$ cat src/rtl/five_stage_pkg.sv
// Shared constants for the five-stage hazard tracker: register index defaults and entry layout.
package five_stage_pkg;

  localparam int unsigned REG_INDEX_BITS_DEFAULT = 5;
  localparam logic [4:0]  REG_ZERO               = 5'd0;

  // Tracker entry is packed as {valid, rd, regwrite, mem_read}.
  localparam int unsigned TRK_FLAG_BITS    = 3;
  localparam logic        TRK_BUBBLE_VALID = 1'b0;

  localparam int unsigned STALL_COUNT_BITS = 32;
  localparam int unsigned CYCLE_COUNT_BITS = 32;

  function automatic int unsigned trk_entry_bits(input int unsigned rd_bits);
    return rd_bits + TRK_FLAG_BITS;
  endfunction

endpackage

$ cat src/rtl/five_stage_hazard_detection_unit_if.sv
// Decode-side bus of the hazard detection unit: decode fields in, per-stage hazard flags out.
interface five_stage_hazard_detection_unit_if
  import five_stage_pkg::*;
#(
  parameter int unsigned REG_INDEX_BITS = REG_INDEX_BITS_DEFAULT
) ();

  logic                      decode_valid;
  logic [REG_INDEX_BITS-1:0] decode_rs1;
  logic [REG_INDEX_BITS-1:0] decode_rs2;
  logic                      decode_rs1_used;
  logic                      decode_rs2_used;
  logic [REG_INDEX_BITS-1:0] decode_rd;
  logic                      decode_regwrite;
  logic                      decode_mem_read;
  logic                      flush_execute;
  logic                      memory_stall;
  logic                      scan;

  logic                      rs1_hazard_execute;
  logic                      rs1_hazard_memory;
  logic                      rs1_hazard_writeback;
  logic                      rs2_hazard_execute;
  logic                      rs2_hazard_memory;
  logic                      rs2_hazard_writeback;
  logic                      true_data_hazard;
  logic [STALL_COUNT_BITS-1:0] stall_cycles;

  // Debug scan strobe; the consumer formats the printout.
  logic                        scan_active;
  logic [CYCLE_COUNT_BITS-1:0] scan_cycle;
  logic [31:0]                 scan_core;

  modport master (
    output decode_valid, decode_rs1, decode_rs2, decode_rs1_used, decode_rs2_used,
           decode_rd, decode_regwrite, decode_mem_read, flush_execute, memory_stall, scan,
    input  rs1_hazard_execute, rs1_hazard_memory, rs1_hazard_writeback,
           rs2_hazard_execute, rs2_hazard_memory, rs2_hazard_writeback,
           true_data_hazard, stall_cycles, scan_active, scan_cycle, scan_core
  );

  modport slave (
    input  decode_valid, decode_rs1, decode_rs2, decode_rs1_used, decode_rs2_used,
           decode_rd, decode_regwrite, decode_mem_read, flush_execute, memory_stall, scan,
    output rs1_hazard_execute, rs1_hazard_memory, rs1_hazard_writeback,
           rs2_hazard_execute, rs2_hazard_memory, rs2_hazard_writeback,
           true_data_hazard, stall_cycles, scan_active, scan_cycle, scan_core
  );

endinterface

$ cat src/rtl/five_stage_writer_tracker_stage.sv
// One tracker stage register holding {valid, rd, regwrite, mem_read} with hold and bubble controls.
module five_stage_writer_tracker_stage
  import five_stage_pkg::*;
#(
  parameter int unsigned RdBits = REG_INDEX_BITS_DEFAULT
) (
  input  logic              clock,
  input  logic              reset,
  input  logic              i_hold,
  input  logic              i_bubble,
  input  logic              i_valid,
  input  logic [RdBits-1:0] i_rd,
  input  logic              i_regwrite,
  input  logic              i_mem_read,
  output logic              o_valid,
  output logic [RdBits-1:0] o_rd,
  output logic              o_regwrite,
  output logic              o_mem_read
);

  localparam int unsigned EntryBits = trk_entry_bits(RdBits);

  logic [EntryBits-1:0] r_entry;
  logic [EntryBits-1:0] w_entry_d;
  logic [EntryBits-1:0] w_bubble;

  assign w_bubble = {TRK_BUBBLE_VALID, {(EntryBits - 1){1'b0}}};

  // Hold wins over bubble so a stalled load-use stays visible until the tracker advances.
  always_comb begin
    w_entry_d = r_entry;
    if (!i_hold) begin
      w_entry_d = i_bubble ? w_bubble : {i_valid, i_rd, i_regwrite, i_mem_read};
    end
  end

  always_ff @(posedge clock) begin
    if (reset) begin
      r_entry <= w_bubble;
    end else begin
      r_entry <= w_entry_d;
    end
  end

  assign {o_valid, o_rd, o_regwrite, o_mem_read} = r_entry;

endmodule

$ cat src/rtl/five_stage_hazard_detection_unit.sv
// Tracks in-flight destinations through EX/MEM/WB and flags decode source hazards and load-use stalls.
// Optional HAZARD_STALL_COUNTER_EN adds a saturating load-use stall counter on stall_cycles.
module five_stage_hazard_detection_unit
  import five_stage_pkg::*;
#(
  parameter int          CORE            = 0,
  parameter int unsigned REG_INDEX_BITS  = REG_INDEX_BITS_DEFAULT,
  parameter int          SCAN_CYCLES_MIN = 0,
  parameter int          SCAN_CYCLES_MAX = 1000
) (
  input logic                               clock,
  input logic                               reset,
  five_stage_hazard_detection_unit_if.slave bus
);

  logic                      w_ex_valid, w_ex_regwrite, w_ex_mem_read;
  logic [REG_INDEX_BITS-1:0] w_ex_rd;
  logic                      w_mem_valid, w_mem_regwrite, w_mem_mem_read;
  logic [REG_INDEX_BITS-1:0] w_mem_rd;
  logic                      w_wb_valid, w_wb_regwrite, w_wb_mem_read_unused;
  logic [REG_INDEX_BITS-1:0] w_wb_rd;

  logic w_true_data_hazard;
  logic w_ex_bubble;
  logic w_rs1_ex, w_rs1_mem, w_rs1_wb;
  logic w_rs2_ex, w_rs2_mem, w_rs2_wb;

  logic [CYCLE_COUNT_BITS-1:0] r_cycle;

  // A stalled or flushed decode slot enters EX as a single bubble.
  assign w_ex_bubble = w_true_data_hazard | bus.flush_execute | ~bus.decode_valid;

  five_stage_writer_tracker_stage #(.RdBits(REG_INDEX_BITS)) u_ex_stage (
    .clock      (clock),
    .reset      (reset),
    .i_hold     (bus.memory_stall),
    .i_bubble   (w_ex_bubble),
    .i_valid    (1'b1),
    .i_rd       (bus.decode_rd),
    .i_regwrite (bus.decode_regwrite),
    .i_mem_read (bus.decode_mem_read),
    .o_valid    (w_ex_valid),
    .o_rd       (w_ex_rd),
    .o_regwrite (w_ex_regwrite),
    .o_mem_read (w_ex_mem_read)
  );

  five_stage_writer_tracker_stage #(.RdBits(REG_INDEX_BITS)) u_mem_stage (
    .clock      (clock),
    .reset      (reset),
    .i_hold     (bus.memory_stall),
    .i_bubble   (1'b0),
    .i_valid    (w_ex_valid),
    .i_rd       (w_ex_rd),
    .i_regwrite (w_ex_regwrite),
    .i_mem_read (w_ex_mem_read),
    .o_valid    (w_mem_valid),
    .o_rd       (w_mem_rd),
    .o_regwrite (w_mem_regwrite),
    .o_mem_read (w_mem_mem_read)
  );

  five_stage_writer_tracker_stage #(.RdBits(REG_INDEX_BITS)) u_wb_stage (
    .clock      (clock),
    .reset      (reset),
    .i_hold     (bus.memory_stall),
    .i_bubble   (1'b0),
    .i_valid    (w_mem_valid),
    .i_rd       (w_mem_rd),
    .i_regwrite (w_mem_regwrite),
    .i_mem_read (w_mem_mem_read),
    .o_valid    (w_wb_valid),
    .o_rd       (w_wb_rd),
    .o_regwrite (w_wb_regwrite),
    .o_mem_read (w_wb_mem_read_unused)
  );

  // x0 is never a real producer, so it is excluded even when regwrite is set.
  function automatic logic src_hit(input logic                      used,
                                   input logic                      s_valid,
                                   input logic                      s_regwrite,
                                   input logic [REG_INDEX_BITS-1:0] s_rd,
                                   input logic [REG_INDEX_BITS-1:0] rs);
    return used & s_valid & s_regwrite & (s_rd != REG_INDEX_BITS'(REG_ZERO)) & (s_rd == rs);
  endfunction

  always_comb begin
    w_rs1_ex  = bus.decode_valid &
                src_hit(bus.decode_rs1_used, w_ex_valid, w_ex_regwrite, w_ex_rd, bus.decode_rs1);
    w_rs1_mem = bus.decode_valid &
                src_hit(bus.decode_rs1_used, w_mem_valid, w_mem_regwrite, w_mem_rd, bus.decode_rs1);
    w_rs1_wb  = bus.decode_valid &
                src_hit(bus.decode_rs1_used, w_wb_valid, w_wb_regwrite, w_wb_rd, bus.decode_rs1);
    w_rs2_ex  = bus.decode_valid &
                src_hit(bus.decode_rs2_used, w_ex_valid, w_ex_regwrite, w_ex_rd, bus.decode_rs2);
    w_rs2_mem = bus.decode_valid &
                src_hit(bus.decode_rs2_used, w_mem_valid, w_mem_regwrite, w_mem_rd, bus.decode_rs2);
    w_rs2_wb  = bus.decode_valid &
                src_hit(bus.decode_rs2_used, w_wb_valid, w_wb_regwrite, w_wb_rd, bus.decode_rs2);
  end

  // Only a load still in EX must stall; MEM and WB loads are forwarded.
  assign w_true_data_hazard = w_ex_valid & w_ex_mem_read & (w_rs1_ex | w_rs2_ex);

  assign bus.rs1_hazard_execute   = w_rs1_ex;
  assign bus.rs1_hazard_memory    = w_rs1_mem;
  assign bus.rs1_hazard_writeback = w_rs1_wb;
  assign bus.rs2_hazard_execute   = w_rs2_ex;
  assign bus.rs2_hazard_memory    = w_rs2_mem;
  assign bus.rs2_hazard_writeback = w_rs2_wb;
  assign bus.true_data_hazard     = w_true_data_hazard;

`ifdef HAZARD_STALL_COUNTER_EN
  logic [STALL_COUNT_BITS-1:0] r_stall_cycles;

  always_ff @(posedge clock) begin
    if (reset) begin
      r_stall_cycles <= '0;
    end else if (w_true_data_hazard && !bus.memory_stall && !(&r_stall_cycles)) begin
      r_stall_cycles <= r_stall_cycles + STALL_COUNT_BITS'(1);
    end
  end

  assign bus.stall_cycles = r_stall_cycles;
`else
  assign bus.stall_cycles = '0;
`endif

  always_ff @(posedge clock) begin
    if (reset) begin
      r_cycle <= '0;
    end else begin
      r_cycle <= r_cycle + CYCLE_COUNT_BITS'(1);
    end
  end

  assign bus.scan_active = bus.scan &
                           (longint'(r_cycle) >= longint'(SCAN_CYCLES_MIN)) &
                           (longint'(r_cycle) <= longint'(SCAN_CYCLES_MAX));
  assign bus.scan_cycle  = r_cycle;
  assign bus.scan_core   = 32'(CORE);

endmodule

$ cat src/flat_wrapper.sv
// flat-port wrapper written by rule: the top's interface ports become plain ports
module five_stage_hazard_detection_unit_flat import five_stage_pkg::*;
#(
  parameter int          CORE            = 0,
  parameter int unsigned REG_INDEX_BITS  = REG_INDEX_BITS_DEFAULT,
  parameter int          SCAN_CYCLES_MIN = 0,
  parameter int          SCAN_CYCLES_MAX = 1000
)
  (clock, reset, bus_decode_valid, bus_decode_rs1, bus_decode_rs2, bus_decode_rs1_used, bus_decode_rs2_used, bus_decode_rd, bus_decode_regwrite, bus_decode_mem_read, bus_flush_execute, bus_memory_stall, bus_scan, bus_rs1_hazard_execute, bus_rs1_hazard_memory, bus_rs1_hazard_writeback, bus_rs2_hazard_execute, bus_rs2_hazard_memory, bus_rs2_hazard_writeback, bus_true_data_hazard, bus_stall_cycles, bus_scan_active, bus_scan_cycle, bus_scan_core);
  five_stage_hazard_detection_unit_if #(.REG_INDEX_BITS(REG_INDEX_BITS)) bus_i ();
  input logic clock;
  input logic reset;
  input wire logic [$bits(bus_i.decode_valid)-1:0] bus_decode_valid;
  input wire logic [$bits(bus_i.decode_rs1)-1:0] bus_decode_rs1;
  input wire logic [$bits(bus_i.decode_rs2)-1:0] bus_decode_rs2;
  input wire logic [$bits(bus_i.decode_rs1_used)-1:0] bus_decode_rs1_used;
  input wire logic [$bits(bus_i.decode_rs2_used)-1:0] bus_decode_rs2_used;
  input wire logic [$bits(bus_i.decode_rd)-1:0] bus_decode_rd;
  input wire logic [$bits(bus_i.decode_regwrite)-1:0] bus_decode_regwrite;
  input wire logic [$bits(bus_i.decode_mem_read)-1:0] bus_decode_mem_read;
  input wire logic [$bits(bus_i.flush_execute)-1:0] bus_flush_execute;
  input wire logic [$bits(bus_i.memory_stall)-1:0] bus_memory_stall;
  input wire logic [$bits(bus_i.scan)-1:0] bus_scan;
  output wire logic [$bits(bus_i.rs1_hazard_execute)-1:0] bus_rs1_hazard_execute;
  output wire logic [$bits(bus_i.rs1_hazard_memory)-1:0] bus_rs1_hazard_memory;
  output wire logic [$bits(bus_i.rs1_hazard_writeback)-1:0] bus_rs1_hazard_writeback;
  output wire logic [$bits(bus_i.rs2_hazard_execute)-1:0] bus_rs2_hazard_execute;
  output wire logic [$bits(bus_i.rs2_hazard_memory)-1:0] bus_rs2_hazard_memory;
  output wire logic [$bits(bus_i.rs2_hazard_writeback)-1:0] bus_rs2_hazard_writeback;
  output wire logic [$bits(bus_i.true_data_hazard)-1:0] bus_true_data_hazard;
  output wire logic [$bits(bus_i.stall_cycles)-1:0] bus_stall_cycles;
  output wire logic [$bits(bus_i.scan_active)-1:0] bus_scan_active;
  output wire logic [$bits(bus_i.scan_cycle)-1:0] bus_scan_cycle;
  output wire logic [$bits(bus_i.scan_core)-1:0] bus_scan_core;
  assign bus_i.decode_valid = bus_decode_valid;
  assign bus_i.decode_rs1 = bus_decode_rs1;
  assign bus_i.decode_rs2 = bus_decode_rs2;
  assign bus_i.decode_rs1_used = bus_decode_rs1_used;
  assign bus_i.decode_rs2_used = bus_decode_rs2_used;
  assign bus_i.decode_rd = bus_decode_rd;
  assign bus_i.decode_regwrite = bus_decode_regwrite;
  assign bus_i.decode_mem_read = bus_decode_mem_read;
  assign bus_i.flush_execute = bus_flush_execute;
  assign bus_i.memory_stall = bus_memory_stall;
  assign bus_i.scan = bus_scan;
  assign bus_rs1_hazard_execute = bus_i.rs1_hazard_execute;
  assign bus_rs1_hazard_memory = bus_i.rs1_hazard_memory;
  assign bus_rs1_hazard_writeback = bus_i.rs1_hazard_writeback;
  assign bus_rs2_hazard_execute = bus_i.rs2_hazard_execute;
  assign bus_rs2_hazard_memory = bus_i.rs2_hazard_memory;
  assign bus_rs2_hazard_writeback = bus_i.rs2_hazard_writeback;
  assign bus_true_data_hazard = bus_i.true_data_hazard;
  assign bus_stall_cycles = bus_i.stall_cycles;
  assign bus_scan_active = bus_i.scan_active;
  assign bus_scan_cycle = bus_i.scan_cycle;
  assign bus_scan_core = bus_i.scan_core;
  five_stage_hazard_detection_unit #(.CORE(CORE), .REG_INDEX_BITS(REG_INDEX_BITS), .SCAN_CYCLES_MIN(SCAN_CYCLES_MIN), .SCAN_CYCLES_MAX(SCAN_CYCLES_MAX)) u_core (.clock(clock), .reset(reset), .bus(bus_i));
endmodule
$ cat config.mk
export PLATFORM = sky130hd
export DESIGN_NAME = five_stage_hazard_detection_unit_flat
export DESIGN_NICKNAME = d
export VERILOG_FILES = /design/src/rtl/five_stage_pkg.sv /design/src/rtl/five_stage_hazard_detection_unit_if.sv /design/src/rtl/five_stage_writer_tracker_stage.sv /design/src/rtl/five_stage_hazard_detection_unit.sv /design/src/flat_wrapper.sv
export SDC_FILE = /design/constraint.sdc
export NUM_CORES = 1
export LEC_CHECK = 0
export BUFFER_PORTS_ARGS = -buffer_cell sky130_fd_sc_hd__buf_2
export CAP_MARGIN = 5
export CELL_PAD_IN_SITES_DETAIL_PLACEMENT = 1
export CELL_PAD_IN_SITES_GLOBAL_PLACEMENT = 1
export CORE_MARGIN = 2
export CORE_UTILIZATION = 32
export CTS_CLUSTER_DIAMETER = 40
export DETAILED_ROUTE_END_ITERATION = 6
export PLACE_DENSITY_LB_ADDON = 0.1
export SLEW_MARGIN = 20
export SYNTH_ARGS = -nofsm -noshare
export SYNTH_HDL_FRONTEND = slang
export SYNTH_SLANG_ARGS = --single-unit
$ cat constraint.sdc
create_clock -name clock -period 1.75 [get_ports clock]
set_clock_uncertainty 0.1 [all_clocks]
set_input_delay 0.35 -clock clock [delete_from_list [all_inputs] [get_ports clock]]
set_output_delay 0.35 -clock clock [all_outputs]
set_load 0.05 [all_outputs]
Word-level counts from Yosys, hierarchy flattened
Cells that the tools add are included.

operators by class
  add/sub/neg operators = 1
  magnitude comparators = 1
  eq/ne operators = 6
  multiplexer cells = 1
  bitwise operators = 37
  reductions and logical operators = 3

operators with widths
  kind                                                    number
  AND 1 bit                                               33
  adder 32 x 1 -> 32 bit (second input constant)          1
  <= comparator 32 x 10 -> 1 bit (second input constant)  1
  == test 5 bit                                           6
  nonzero test 5 bit                                      3
  2-to-1 mux 8 bit                                        1
  bitwise OR 1 bit                                        3
  NOT 1 bit                                               1

storage, ports and cells
  register bits = 56
  output and inout bits = 104
  word-level logic and storage cells = 53

Longest topological paths before layout
  depth in word-level cells = 10
  mapped depth = 6

Cells and area by module
A second synthesis with hierarchy kept.

unflattened totals
  cells, all modules = 392
  area total of the unflattened synthesis = 3313.2 µm²

by module, submodules not included
  module                            instances  cells each  area an instance (µm²)  seq. area each (µm²)
  five_stage_hazard_detection_unit  1          284         2337.2                  640.6
  five_stage_writer_tracker_stage   3          36          325.3                   160.2

Least setup slack after synthesis
Ideal clock, no wire load.

  path kind = reg-to-output
  from = register u_core.u_ex_stage.r_entry[2]
  to = output bus_true_data_hazard
  arrival = 3.071 ns
  slack = -1.771 ns
  stages on the path, launching flop included = 6
  buffers on the path = 1
  cells stage by stage = dfxtp_1 -> clkbuf_1 -> xnor2_1 -> nand4_1 -> nor4b_1 -> o21ba_2

on the way
  longest elaborated chain between the ends = 6
  elaborated cells on any way between the ends = 11

ends and longest elaborated chain
  item                        line                                     RTL
  from (decl)                 five_stage_writer_tracker_stage.sv:23    logic [EntryBits-1:0] r_entry;
  from (signal assigned)      five_stage_writer_tracker_stage.sv:39    r_entry <= w_bubble;
  from (signal assigned)      five_stage_writer_tracker_stage.sv:41    r_entry <= w_entry_d;
  nonzero test 5 bit          five_stage_hazard_detection_unit.sv:84   return used & s_valid & s_regwrite & (s_rd != REG_INDEX_BITS'(REG_ZERO)) & (s_rd == rs);
  AND 1 bit                   five_stage_hazard_detection_unit.sv:84
  AND 1 bit *                 five_stage_hazard_detection_unit.sv:84
  AND 1 bit *                 five_stage_hazard_detection_unit.sv:94   w_rs2_ex = bus.decode_valid &
  net bus_rs2_hazard_execute  flat_wrapper.sv:27                       output wire logic [$bits(bus_i.rs2_hazard_execute)-1:0] bus_rs2_hazard_execute;
  bitwise OR 1 bit *          five_stage_hazard_detection_unit.sv:103  assign w_true_data_hazard = w_ex_valid & w_ex_mem_read & (w_rs1_ex | w_rs2_ex);
  AND 1 bit *                 five_stage_hazard_detection_unit.sv:103
  to (decl)                   flat_wrapper.sv:30                       output wire logic [$bits(bus_i.true_data_hazard)-1:0] bus_true_data_hazard;

Mark *: on every way through the listed nets, which the timed path passes. The rest lies on a longest branch.

Worst setup path in the final report
  from = register u_core.u_ex_stage.r_entry[3]
  to = output bus_true_data_hazard

on the way
  longest elaborated chain between the ends = 6
  elaborated cells on any way between the ends = 11

ends and longest elaborated chain
  item                          line
  nonzero test 5 bit            five_stage_hazard_detection_unit.sv:84
  AND 1 bit (2 in series)       five_stage_hazard_detection_unit.sv:84
  AND 1 bit (on tied branches)  five_stage_hazard_detection_unit.sv:88, five_stage_hazard_detection_unit.sv:94
  bitwise OR 1 bit *            five_stage_hazard_detection_unit.sv:103
  AND 1 bit *                   five_stage_hazard_detection_unit.sv:103

Every way passes the cells marked *; elsewhere a longest branch is shown, timed or not.

==> results.cfg <==
[status]
status = finished with violations
violations = negative setup slack

[floorplanning]
dieArea_um2 = 11200
io_pins = 129
fp.dieW_um = 106
initial_core_util_pct = 32.5
rows = 37
coreArea_um2 = 10200
die_h_um = 106

[clocking]
insertion_delay_ps = 310
cts_htree_levels = 2
path_clk_slew_ps = 110
cts_buffers = 5
cts.sinks = 54
cts_tree = done
clock_path_buffers = 2
cts-root-buf = clkbuf_8
cts_hold_buffers = 0

[sta]
hold_violations = 0
rsz0062_at_grt = true
max_freq_mhz = 434
worst_slew_pin_slew_ps = 653
setup_viol = 35
slew_headroom_pct = 56.5
fin_crit_ps = 2300
final_max_slew_viol_count = 0
worst_hold_slack_ps = 224
fin_setup_tns_ps = -8740
timing.final.crit_share_pct = 132
setup_slack_ps = -552

[pwr]
power_switching_uw = 965
combPwrFrac_pct = 24.4
seqPwrFrac_pct = 44.4
peakVddDrop_v = 0.000314
cellInternalPower_uw = 1830
switching_share_pct = 34.5
leakagePower_uw = 0.00217
pwr_density_cell_nw_per_um2 = 548
p_clk_share_pct = 31.1

[cells_and_area]
diodes = 0
final_layout_size_suffix_gt1_share_pct = 51.3
area_delta_synth_final_pct = 53.1
nets = 578

[yosys]
synth_area_leaders = dfxtp_1, buf_4, xnor2_1
yosysWarnings = 0
avgSynthCellArea_um2 = 8.55
synth.cell_area_um2 = 3330
synth_top_area_share_pct = 32.5
synthCells = 389
ys_seq_area_share_pct = 32.5
synthDistinctLibCells = 38
ys_ff_latch = 54
yosysTopAreaCell = dfxtp_1

[grt]
grt_pass1_vias = 3236
grt_start_max_net_pins = 30
grt_overflow_total = 0
grt_use_total_pct = 18.7
grt_pass1_wl_um = 17000
antenna_found_initial = 0

[critical_path]
worstPathMaxFanout = 2
worstPathArrival_ps = 1850
reg2reg_from = u_core.bus.scan_cycle[6]$_SDFF_PP0_
crit_chain = or4_4, o21bai_4, nor4b_4, o21ba_4, buf_8
critPathSlowestCell = or4_4
cp-start-kind = flip-flop
criticalPathCategory = flip-flop to primary output
endpoint_kind = primary output
cp_num_cells = 5
max_stage_delay_ps = 570
required_ps = 1300
cp_top_family = simple AND/OR/NAND/NOR gates
critPathLaunch = u_core.u_ex_stage.r_entry[3]$_SDFFE_PP0N_
path_buf_inv = 1
reg2reg_depth = 5

[placement]
hpwl_um = 7740
place.gp.congestion = 0.817
io_buffers = 64
dp_slack_ps = -326

[worst_hold_path]
hold-path-cell-count = 3
hp-start = bus_decode_rd[0]
hold_class = input pin to flip-flop

[detailed_routing]
avgViaCountPerCell = 4.80
drt-total-wl_um = 11100
drcViolationCount = 0
firstDrtPassIters = 4
ant_nets = 0
drt-initial-drc-count = 58
vias = 3304
post_drt_wl_per_cell_um = 16.2

[flow_run]
maxCapViolations = 0
## metrics by stage
step | cells | cell area (um2) | utilization [%] | total power, uW
6_report | 688 | 5090 | 49.8 | 2790
5_1_grt | 688 | 5090 | 49.8 | 2910
4_1_cts | 678 | 4810 | 47.0 | 2790
3_5_place_dp | 661 | 4480 | 43.8 | 1910
3_3_place_gp | 661 | 4480 | 43.8 | 1900
2_1_floorplan | 452 | 3860 | - | 1860
## cells by family after synthesis
| group | Yosys count | share of synthesized area [%] |
|---|---|---|
| xor gates and xnor gates | 40 | 10.5 |
| buffers and inverters | 88 | 17.4 |
| adders and majority gates | 2 | 0.752 |
| and+or+nand+nor | 126 | 21.9 |
| other | 1 | 0.113 |
| AOI/OAI and AO/OA | 64 | 12.6 |
| DFF | 54 | 32.5 |
| muxes | 14 | 4.21 |
## worst reg2reg max path, delay by kind of cell, from the launching register on
family,cells,cell delay (ps)
simple gates,3,1180
flops,1,370
buf+inv,1,160
compound gates,1,140
## cell usage after synthesis
| cell | instances |
|---|---|
| buf_4 | 64 |
| dfxtp_1 | 54 |
| xnor2_1 | 29 |
| nor2_1 | 27 |
| a21oi_1 | 22 |
| clkbuf_1 | 17 |
| nand4_1 | 17 |
| or4_1 | 16 |
| mux2i_1 | 14 |
| nand2_1 | 14 |
| o31ai_1 | 13 |
| xor2_1 | 11 |
| nand3_1 | 9 |
| nor4_1 | 9 |
| or3_1 | 8 |
| a32oi_1 | 7 |
| and4_1 | 7 |
| nand3b_1 | 7 |
| o21ai_0 | 7 |
| o22ai_1 | 7 |
| inv_1 | 6 |
| nor3_1 | 3 |
| o211ai_1 | 3 |
| and2_1 | 2 |
| ha_1 | 2 |
| nor4b_1 | 2 |
| a21o_1 | 1 |
| a311oi_1 | 1 |
| buf_6 | 1 |
| conb_1 | 1 |
| nand2b_1 | 1 |
| nor2b_1 | 1 |
| nor3b_1 | 1 |
| o21ba_2 | 1 |
| o21bai_1 | 1 |
| o32ai_2 | 1 |
| or2_2 | 1 |
| or4_4 | 1 |
## layout make-up
class,count,area [um2]
Clock buffer,5,68.8
Clock inverter,3,42.5
Tap cell,136,170
Inverter,6,22.5
Fill cell,1240,5140
Multi-Input combinational cell,311,2300
Timing Repair Buffer,173,1300
Sequential cell,54,1190
## what timing repair did
item                                    CTS  global route
gates cloned                              1             2
setup buffers                             8             9
pin swaps                                14            25
endpoints found under the setup margin   34            35
gates resized for setup                  35            48
## flip-flops by register name, summed over array words and instances (netlist names)
| name | cells |
|---|---|
| u_core.bus.scan_cycle | 32 |
| u_core.u_ex_stage.r_entry | 8 |
| u_core.u_mem_stage.r_entry | 7 |
| u_core.u_wb_stage.r_entry | 7 |
## per-layer routing
layer,track usage (%),share of wire [%]
met2,31.5,50
met1,25.9,46
met5,0,0
met3,2.58,3.6
met4,2.91,1.2
## power groups by stage
stage / clock network, uW / registers [uW] / logic [uW]
final: 870 / 1240 / 683
after global routing: 951 / 1240 / 718
after CTS: 895 / 1240 / 655
after detailed placement: 0 / 1270 / 640
after global placement: 0 / 1270 / 633
after floorplan: 0 / 1290 / 570
## path summary, 6_finish.rpt
kind | end | slack [ps]
max | bus_true_data_hazard | -550
min | u_core.u_ex_stage.r_entry[2]$_SDFFE_PP0N_ | 220
max reg2reg | u_core.bus.scan_cycle[19]$_SDFF_PP0_ | -260
min reg2reg | u_core.bus.scan_cycle[27]$_SDFF_PP0_ | 400
## cell usage in the layout, fill, tap and decap left out, types with 9 or more instances in the layout
master and n:
a21oi_1 9, a21oi_2 13, buf_2 57, buf_4 90, buf_6 20, conb_1 64, dfxtp_1 11, dfxtp_2 20
dfxtp_4 23, mux2i_1 14, nand2_1 14, nand4_1 17, nor2_1 27, o31ai_1 10, or4_4 12, xnor2_1 26
xor2_1 11
No activity file was read; power rests on OpenSTA's default activity.
